<file path="config.mk">
export PLATFORM = sky130hd
export DESIGN_NAME = move_scheduler
export DESIGN_NICKNAME = d
export VERILOG_FILES = /design/src/rtl/move_scheduler.sv
export SDC_FILE = /design/constraint.sdc
export NUM_CORES = 1
export LEC_CHECK = 0
export BUFFER_PORTS_ARGS = -buffer_cell sky130_fd_sc_hd__buf_2
export CAP_MARGIN = 20
export CORE_MARGIN = 2
export CORE_UTILIZATION = 50
export CTS_BUF_LIST = sky130_fd_sc_hd__clkbuf_8
export CTS_CLUSTER_DIAMETER = 120
export CTS_CLUSTER_SIZE = 14
export DETAILED_ROUTE_END_ITERATION = 12
export GPL_ROUTABILITY_DRIVEN = 0
export PLACE_DENSITY = 0.85
export SLEW_MARGIN = 20
export SYNTH_ARGS = -nofsm -noshare
export SYNTH_HDL_FRONTEND = slang
export SYNTH_SLANG_ARGS = --single-unit
</file>
<file path="constraint.sdc">
create_clock -name clk -period 4.1 [get_ports clk]
set_clock_uncertainty 0.2 [all_clocks]
set_input_delay 1.025 -clock clk [delete_from_list [all_inputs] [get_ports clk]]
set_output_delay 1.025 -clock clk [all_outputs]
set_load 0.01 [all_outputs]
</file>
<file path="src/rtl/move_scheduler.sv">
// -----------------------------------------------------------------------------
// move_scheduler
//
// Sequences one game turn. Move requests from the debounced buttons or the
// debug port are queued (one entry), then the move engine is started, and
// once it finishes the tile spawner is started (unless the move changed
// nothing and SPAWN_ON_NOCHANGE is 0). Debug grid writes are buffered (one
// entry) and only issued to the grid register file while the scheduler is
// idle, so a write can never land in the middle of a move.
//
// Parameters
//   TIMEOUT_CYCLES    cycles to wait for move_done / spawn_done before the
//                     turn is abandoned (1..255)
//   SPAWN_ON_NOCHANGE 1: spawn even when the move changed nothing
//
// Ports
//   clk, rst          clock (rising edge) and asynchronous active-high reset
//   btn_move[3:0]     one-hot move pulses, bit0=up 1=right 2=down 3=left
//   force_move[3:0]   debug move pulses, same encoding, wins over btn_move
//   dbg_wr_valid      debug grid write strobe
//   dbg_wr_addr[3:0]  debug write cell index
//   dbg_wr_data[3:0]  debug write tile exponent
//   move_start        pulse: move engine begins move_dir
//   move_dir[1:0]     direction, held from move_start until the next start
//   move_done         move engine finished (pulse)
//   move_changed      grid changed by the move, valid with move_done
//   spawn_start       pulse: tile spawner begins
//   spawn_done        tile spawner finished (pulse)
//   grid_we           grid write enable (pulse)
//   grid_waddr[3:0]   grid write address
//   grid_wdata[3:0]   grid write data
//   busy              high whenever the FSM is not idle
//   dbg_overflow      sticky: a buffered debug write was overwritten
//   timeout_err       sticky: a done pulse did not arrive in time
// -----------------------------------------------------------------------------
module move_scheduler #(
    parameter int TIMEOUT_CYCLES    = 255,
    parameter int SPAWN_ON_NOCHANGE = 0
) (
    input  logic       clk,
    input  logic       rst,
    input  logic [3:0] btn_move,
    input  logic [3:0] force_move,
    input  logic       dbg_wr_valid,
    input  logic [3:0] dbg_wr_addr,
    input  logic [3:0] dbg_wr_data,
    output logic       move_start,
    output logic [1:0] move_dir,
    input  logic       move_done,
    input  logic       move_changed,
    output logic       spawn_start,
    input  logic       spawn_done,
    output logic       grid_we,
    output logic [3:0] grid_waddr,
    output logic [3:0] grid_wdata,
    output logic       busy,
    output logic       dbg_overflow,
    output logic       timeout_err
);

    typedef enum logic [1:0] {
        ST_IDLE  = 2'd0,
        ST_MOVE  = 2'd1,
        ST_SPAWN = 2'd2
    } state_t;

    // Last counter value before expiry: waiting cycles are counted 0..N-1.
    localparam logic [7:0] TMO_LAST  = 8'(TIMEOUT_CYCLES - 1);
    localparam logic       SPAWN_ALW = (SPAWN_ON_NOCHANGE != 0);

    state_t     state_q, state_d;
    logic [7:0] tmo_cnt_q, tmo_cnt_d;

    logic       pend_valid_q, pend_valid_d;
    logic [1:0] pend_dir_q, pend_dir_d;

    logic       wbuf_valid_q, wbuf_valid_d;
    logic [3:0] wbuf_addr_q, wbuf_addr_d;
    logic [3:0] wbuf_data_q, wbuf_data_d;

    logic       move_start_q, move_start_d;
    logic [1:0] move_dir_q, move_dir_d;
    logic       spawn_start_q, spawn_start_d;
    logic       grid_we_q, grid_we_d;
    logic [3:0] grid_waddr_q, grid_waddr_d;
    logic [3:0] grid_wdata_q, grid_wdata_d;
    logic       busy_q, busy_d;
    logic       dbg_overflow_q, dbg_overflow_d;
    logic       timeout_err_q, timeout_err_d;

    logic       req_valid_s;
    logic [3:0] req_vec_s;
    logic [1:0] req_dir_s;

    // Request decode: debug vector wins, then lowest set bit picks the direction.
    always_comb begin
        req_vec_s   = (force_move != 4'd0) ? force_move : btn_move;
        req_valid_s = (req_vec_s != 4'd0);
        if (req_vec_s[0]) begin
            req_dir_s = 2'd0;
        end else if (req_vec_s[1]) begin
            req_dir_s = 2'd1;
        end else if (req_vec_s[2]) begin
            req_dir_s = 2'd2;
        end else begin
            req_dir_s = 2'd3;
        end
    end

    // Next-state, buffer and output logic.
    always_comb begin
        state_d        = state_q;
        tmo_cnt_d      = tmo_cnt_q;
        pend_valid_d   = pend_valid_q;
        pend_dir_d     = pend_dir_q;
        wbuf_valid_d   = wbuf_valid_q;
        wbuf_addr_d    = wbuf_addr_q;
        wbuf_data_d    = wbuf_data_q;
        move_start_d   = 1'b0;
        move_dir_d     = move_dir_q;
        spawn_start_d  = 1'b0;
        grid_we_d      = 1'b0;
        grid_waddr_d   = grid_waddr_q;
        grid_wdata_d   = grid_wdata_q;
        dbg_overflow_d = dbg_overflow_q;
        timeout_err_d  = timeout_err_q;

        // Capture a debug write. In IDLE a full buffer is drained on this
        // same edge, so the new write replaces nothing that is lost.
        if (dbg_wr_valid) begin
            wbuf_valid_d = 1'b1;
            wbuf_addr_d  = dbg_wr_addr;
            wbuf_data_d  = dbg_wr_data;
            if (wbuf_valid_q && (state_q != ST_IDLE)) begin
                dbg_overflow_d = 1'b1;
            end else begin
                dbg_overflow_d = dbg_overflow_q;
            end
        end else begin
            wbuf_valid_d = wbuf_valid_q;
        end

        // Capture a move request only into an empty pending slot.
        if (req_valid_s && !pend_valid_q) begin
            pend_valid_d = 1'b1;
            pend_dir_d   = req_dir_s;
        end else begin
            pend_valid_d = pend_valid_q;
        end

        case (state_q)
            ST_IDLE: begin
                if (wbuf_valid_q || dbg_wr_valid) begin
                    // Buffered entry is older, so it goes first; a fresh
                    // write with an empty buffer bypasses it for 1-cycle latency.
                    grid_we_d = 1'b1;
                    if (wbuf_valid_q) begin
                        grid_waddr_d = wbuf_addr_q;
                        grid_wdata_d = wbuf_data_q;
                    end else begin
                        grid_waddr_d = dbg_wr_addr;
                        grid_wdata_d = dbg_wr_data;
                    end
                    wbuf_valid_d = wbuf_valid_q & dbg_wr_valid;
                end else if (pend_valid_q || req_valid_s) begin
                    move_start_d = 1'b1;
                    if (pend_valid_q) begin
                        move_dir_d = pend_dir_q;
                    end else begin
                        move_dir_d = req_dir_s;
                    end
                    // A request arriving while the slot was full is dropped.
                    pend_valid_d = 1'b0;
                    tmo_cnt_d    = 8'd0;
                    state_d      = ST_MOVE;
                end else begin
                    state_d = ST_IDLE;
                end
            end
            ST_MOVE: begin
                if (move_done) begin
                    if (move_changed || SPAWN_ALW) begin
                        spawn_start_d = 1'b1;
                        tmo_cnt_d     = 8'd0;
                        state_d       = ST_SPAWN;
                    end else begin
                        state_d = ST_IDLE;
                    end
                end else if (tmo_cnt_q == TMO_LAST) begin
                    timeout_err_d = 1'b1;
                    state_d       = ST_IDLE;
                end else begin
                    tmo_cnt_d = tmo_cnt_q + 8'd1;
                end
            end
            ST_SPAWN: begin
                if (spawn_done) begin
                    state_d = ST_IDLE;
                end else if (tmo_cnt_q == TMO_LAST) begin
                    timeout_err_d = 1'b1;
                    state_d       = ST_IDLE;
                end else begin
                    tmo_cnt_d = tmo_cnt_q + 8'd1;
                end
            end
            default: begin
                state_d = ST_IDLE;
            end
        endcase

        busy_d = (state_d != ST_IDLE);
    end

    // State, buffers and registered outputs.
    always_ff @(posedge clk or posedge rst) begin
        if (rst) begin
            state_q        <= ST_IDLE;
            tmo_cnt_q      <= 8'd0;
            pend_valid_q   <= 1'b0;
            pend_dir_q     <= 2'd0;
            wbuf_valid_q   <= 1'b0;
            wbuf_addr_q    <= 4'd0;
            wbuf_data_q    <= 4'd0;
            move_start_q   <= 1'b0;
            move_dir_q     <= 2'd0;
            spawn_start_q  <= 1'b0;
            grid_we_q      <= 1'b0;
            grid_waddr_q   <= 4'd0;
            grid_wdata_q   <= 4'd0;
            busy_q         <= 1'b0;
            dbg_overflow_q <= 1'b0;
            timeout_err_q  <= 1'b0;
        end else begin
            state_q        <= state_d;
            tmo_cnt_q      <= tmo_cnt_d;
            pend_valid_q   <= pend_valid_d;
            pend_dir_q     <= pend_dir_d;
            wbuf_valid_q   <= wbuf_valid_d;
            wbuf_addr_q    <= wbuf_addr_d;
            wbuf_data_q    <= wbuf_data_d;
            move_start_q   <= move_start_d;
            move_dir_q     <= move_dir_d;
            spawn_start_q  <= spawn_start_d;
            grid_we_q      <= grid_we_d;
            grid_waddr_q   <= grid_waddr_d;
            grid_wdata_q   <= grid_wdata_d;
            busy_q         <= busy_d;
            dbg_overflow_q <= dbg_overflow_d;
            timeout_err_q  <= timeout_err_d;
        end
    end

    assign move_start   = move_start_q;
    assign move_dir     = move_dir_q;
    assign spawn_start  = spawn_start_q;
    assign grid_we      = grid_we_q;
    assign grid_waddr   = grid_waddr_q;
    assign grid_wdata   = grid_wdata_q;
    assign busy         = busy_q;
    assign dbg_overflow = dbg_overflow_q;
    assign timeout_err  = timeout_err_q;

endmodule

</file>
==> flow_summary_export.csv <==
group,metric,value,unit
cts,numCtsBuffers,5,
critical_path,slowest_stage,"a2111oi_4",
floorplanning,placementRows,22,
placed_design,place_ws,862.9,ps
critical_path,cp_max_fo,17,
cts,cts_tree,"built",
detailed_routing,viasPerCell,5.596,
global_route,antenna_found_initial,0,
global_route,grt-ovfl-total,0,
power_and_ir_drop,intPower,0.8651,mW
cts,cts_num_sinks,38,
detailed_routing,drc,0,
timing,finalHoldViolCount,0,
timing,rsz0062_at_grt,"no",
critical_path,cp.arrival,2910,ps
cts,postCtsSetupRepairBufs,0,
cts,clk_path_buf_depth,2,
power_and_ir_drop,pwr-share-clk,0.195,
global_route,top_usage_layer,"met2",
min_path,hold_path_depth,2,
detailed_routing,dr.pass1.iters,4,
finish,antennaDiodeCount,0,
cts,insertion_delay,290,ps
timing,tns,0,ps
timing,hold_ws,278.7,ps
floorplanning,design.die.area,0.004412,mm^2
finish,final_common_cell,"dfrtp_1",
status,status,"completed",
critical_path,crit_required,4080,ps
power_and_ir_drop,p_sw,0.5324,mW
placed_design,placed_cells,257,
global_route,grt_pass1_vias,1384,
finish,area_delta_synth_final,16.31,%
detailed_routing,vias,1483,
critical_path,slowest_delay,480,ps
yosys,synth_warnings,0,
placed_design,placed_cell_area,0.002171,mm^2
critical_path,cp_cell_sequence,"buf_2 -> o21ai_4 -> inv_2 -> a2111oi_4 -> and2_1 -> mux2_4",
global_route,track_usage,0.1905,
power_and_ir_drop,seq_power_share,0.410,
yosys,synth_edf_count,0,
timing,slew_headroom,0.3143,
critical_path,critical_path_class,"input port to flip-flop",
yosys,synth_seq_cells,38,
power_and_ir_drop,power_frac_comb,0.395,
min_path,hp-class,"flip-flop to flip-flop",
timing,fin_crit_sh,0.7146,
finish,layout-drive-gt1-share,0.3134,
power_and_ir_drop,peakVddDrop,0.0003338,V
floorplanning,initial_utilization,0.5242,
detailed_routing,drt-total-wl,3.701,mm
yosys,ys_seq_area_frac,0.4881,
finish,final_cells,265,
yosys,synth_top_area_share,0.4881,
floorplanning,coreArea,0.003716,mm^2
global_route,grt_use_met1,0.2339,
detailed_routing,wl_per_cell,13.97,um
run,drv_cap,0,
timing,fmax,341.3,MHz
yosys,synth_largest_area_cell,"dfrtp_1",
detailed_routing,drt_iter0_markers,77,
cts,ctsHoldBuffers,0,
timing,worst_slew_pin_slew,1018,ps
yosys,synth_nets,205,
power_and_ir_drop,swShare,0.3810,
finish,fill_cells,316,
yosys,netlist_area,0.001948,mm^2
finish,layout_common_cells,"dfrtp_1, buf_2, o21ai_0, nand2_1, inv_1",
timing,fin_crit,2930,ps
yosys,synthTopCellsByArea,"dfrtp_1, mux2_2, mux2i_1, ha_1, o21ai_0",
yosys,synthFlopType,"dfrtp_1",
cts,root_buffer,"clkbuf_8",
cts,cts.reportedPaths.clkPinSlew,80,ps
yosys,syn_area_per_cell,11.01,um^2
floorplanning,die_y,66.42,um
floorplanning,die_w,66.42,um
cts,cts_resized,0,
placed_design,hpwl,2.704,mm
detailed_routing,ant_nets,0,
placed_design,io_buffers,37,
critical_path,worstSetupEndpointType,"flip-flop",
timing,setup_viol,0,
global_route,grt_max_degree,39,
global_route,grtUsageMet2,0.3075,
finish,fin_area,0.002266,mm^2
cts,htree_num_levels,2,
floorplanning,top_level_ports,38,
yosys,async_flop_share,1.000,
timing,worst_slack,1170,ps
finish,nets,244,
critical_path,reg2regPathDepth,7,
power_and_ir_drop,p_leak,1.092,nW
timing,drv_slew,0,
yosys,syn_inst,177,
power_and_ir_drop,powerDensity,616.8,mW/mm^2
global_route,grt_use_met3,0.05281,
yosys,synth_cell_types,45,
global_route,grt_pass1_wl,6.265,mm
critical_path,start_kind,"input port",
==> worst max-delay path, delay by kind of cell <==
family          cells  cell delay (ps)
mux                 1              330
compound gates      2              840
simple gates        1              390
buf+inv             2              330
==> path summary, 6_finish.rpt <==
check / start / end / slack, ps
min in group asynchronous: rst / tmo_cnt_q[1] / 620
worst max-delay path: dbg_wr_valid / tmo_cnt_q[1] / 1170
max in group asynchronous: rst / pend_dir_q[1] / 2760
worst max register to register: state_q[0] / tmo_cnt_q[1] / 1440
worst min-delay path: grid_waddr[1] / grid_waddr[1] / 280
worst min register to register: grid_waddr[1] / grid_waddr[1] / 280
==> Yosys cell counts (2+ instances only) <==
cell and count:
ha_1 6, o21ai_0 12, inv_1 10, nand2b_1 3, nor2b_1 3, nor2_1 8
o21a_1 3, o21bai_1 2, and3_1 4, o31ai_1 2, a21oi_1 8, nand3_1 4
dfrtp_1 38, a31o_2 6, a31oi_1 7, clkbuf_1 4, mux2i_1 8, mux2_2 9
a21o_1 2, a41o_1 2, nand2_1 12
==> final cells by class <==
| type | instances | area (um^2) | share of cell area |
|---|---|---|---|
| Clock buffer | 6 | 82.58 | 0.03644 |
| Inverter | 11 | 41.29 | 0.01822 |
| Tap cell | 48 | 60.06 | 0.02650 |
| Sequential cell | 38 | 950.9 | 0.4197 |
| Clock inverter | 2 | 12.51 | 0.005522 |
| Timing Repair Buffer | 38 | 192.7 | 0.08504 |
| Multi-Input combinational cell | 122 | 925.9 | 0.4086 |
==> power groups by stage <==
stage / logic, mW / clock network, mW / registers, mW
after floorplan: 0.410 / 0 / 0.576
after global placement: 0.532 / 0 / 0.573
after detailed placement: 0.551 / 0 / 0.581
after CTS: 0.554 / 0.280 / 0.575
after global routing: 0.622 / 0.293 / 0.592
final: 0.552 / 0.273 / 0.573
==> flip-flops by register name, indices dropped and copies added, names as in the netlist <==
signal and flops:
wbuf_valid_q 1, wbuf_addr_q 4, move_dir 2, move_start 1, timeout_err 1, busy 1, dbg_overflow 1, grid_waddr 4
grid_wdata 4, spawn_start 1, grid_we 1, pend_dir_q 2, tmo_cnt_q 8, wbuf_data_q 4, state_q 2, pend_valid_q 1
==> per-stage QoR <==
stage               utilization  total power [mW]
floorplan                     -            0.9865
global placement         0.5842             1.105
detailed placement       0.5842             1.133
CTS                      0.6098             1.409
global route             0.6098             1.507
finish                   0.6098             1.398
==> cells by family after synthesis <==
kind of cell / count (synthesis) / synth area share
compound gates: 55 / 0.2081
fa+ha+maj: 7 / 0.04367
buf+inv: 17 / 0.03660
flops: 38 / 0.4881
mux: 18 / 0.1008
simple gates: 42 / 0.1227
==> per-layer routing <==
layer | part of all wire | up-vias
met5 | 0 | -
met4 | 0.024 | 0
met3 | 0.058 | 8
met2 | 0.46 | 42
met1 | 0.46 | 701
li1 | - | 732
Note: power is estimated with default switching activity, not from simulation.
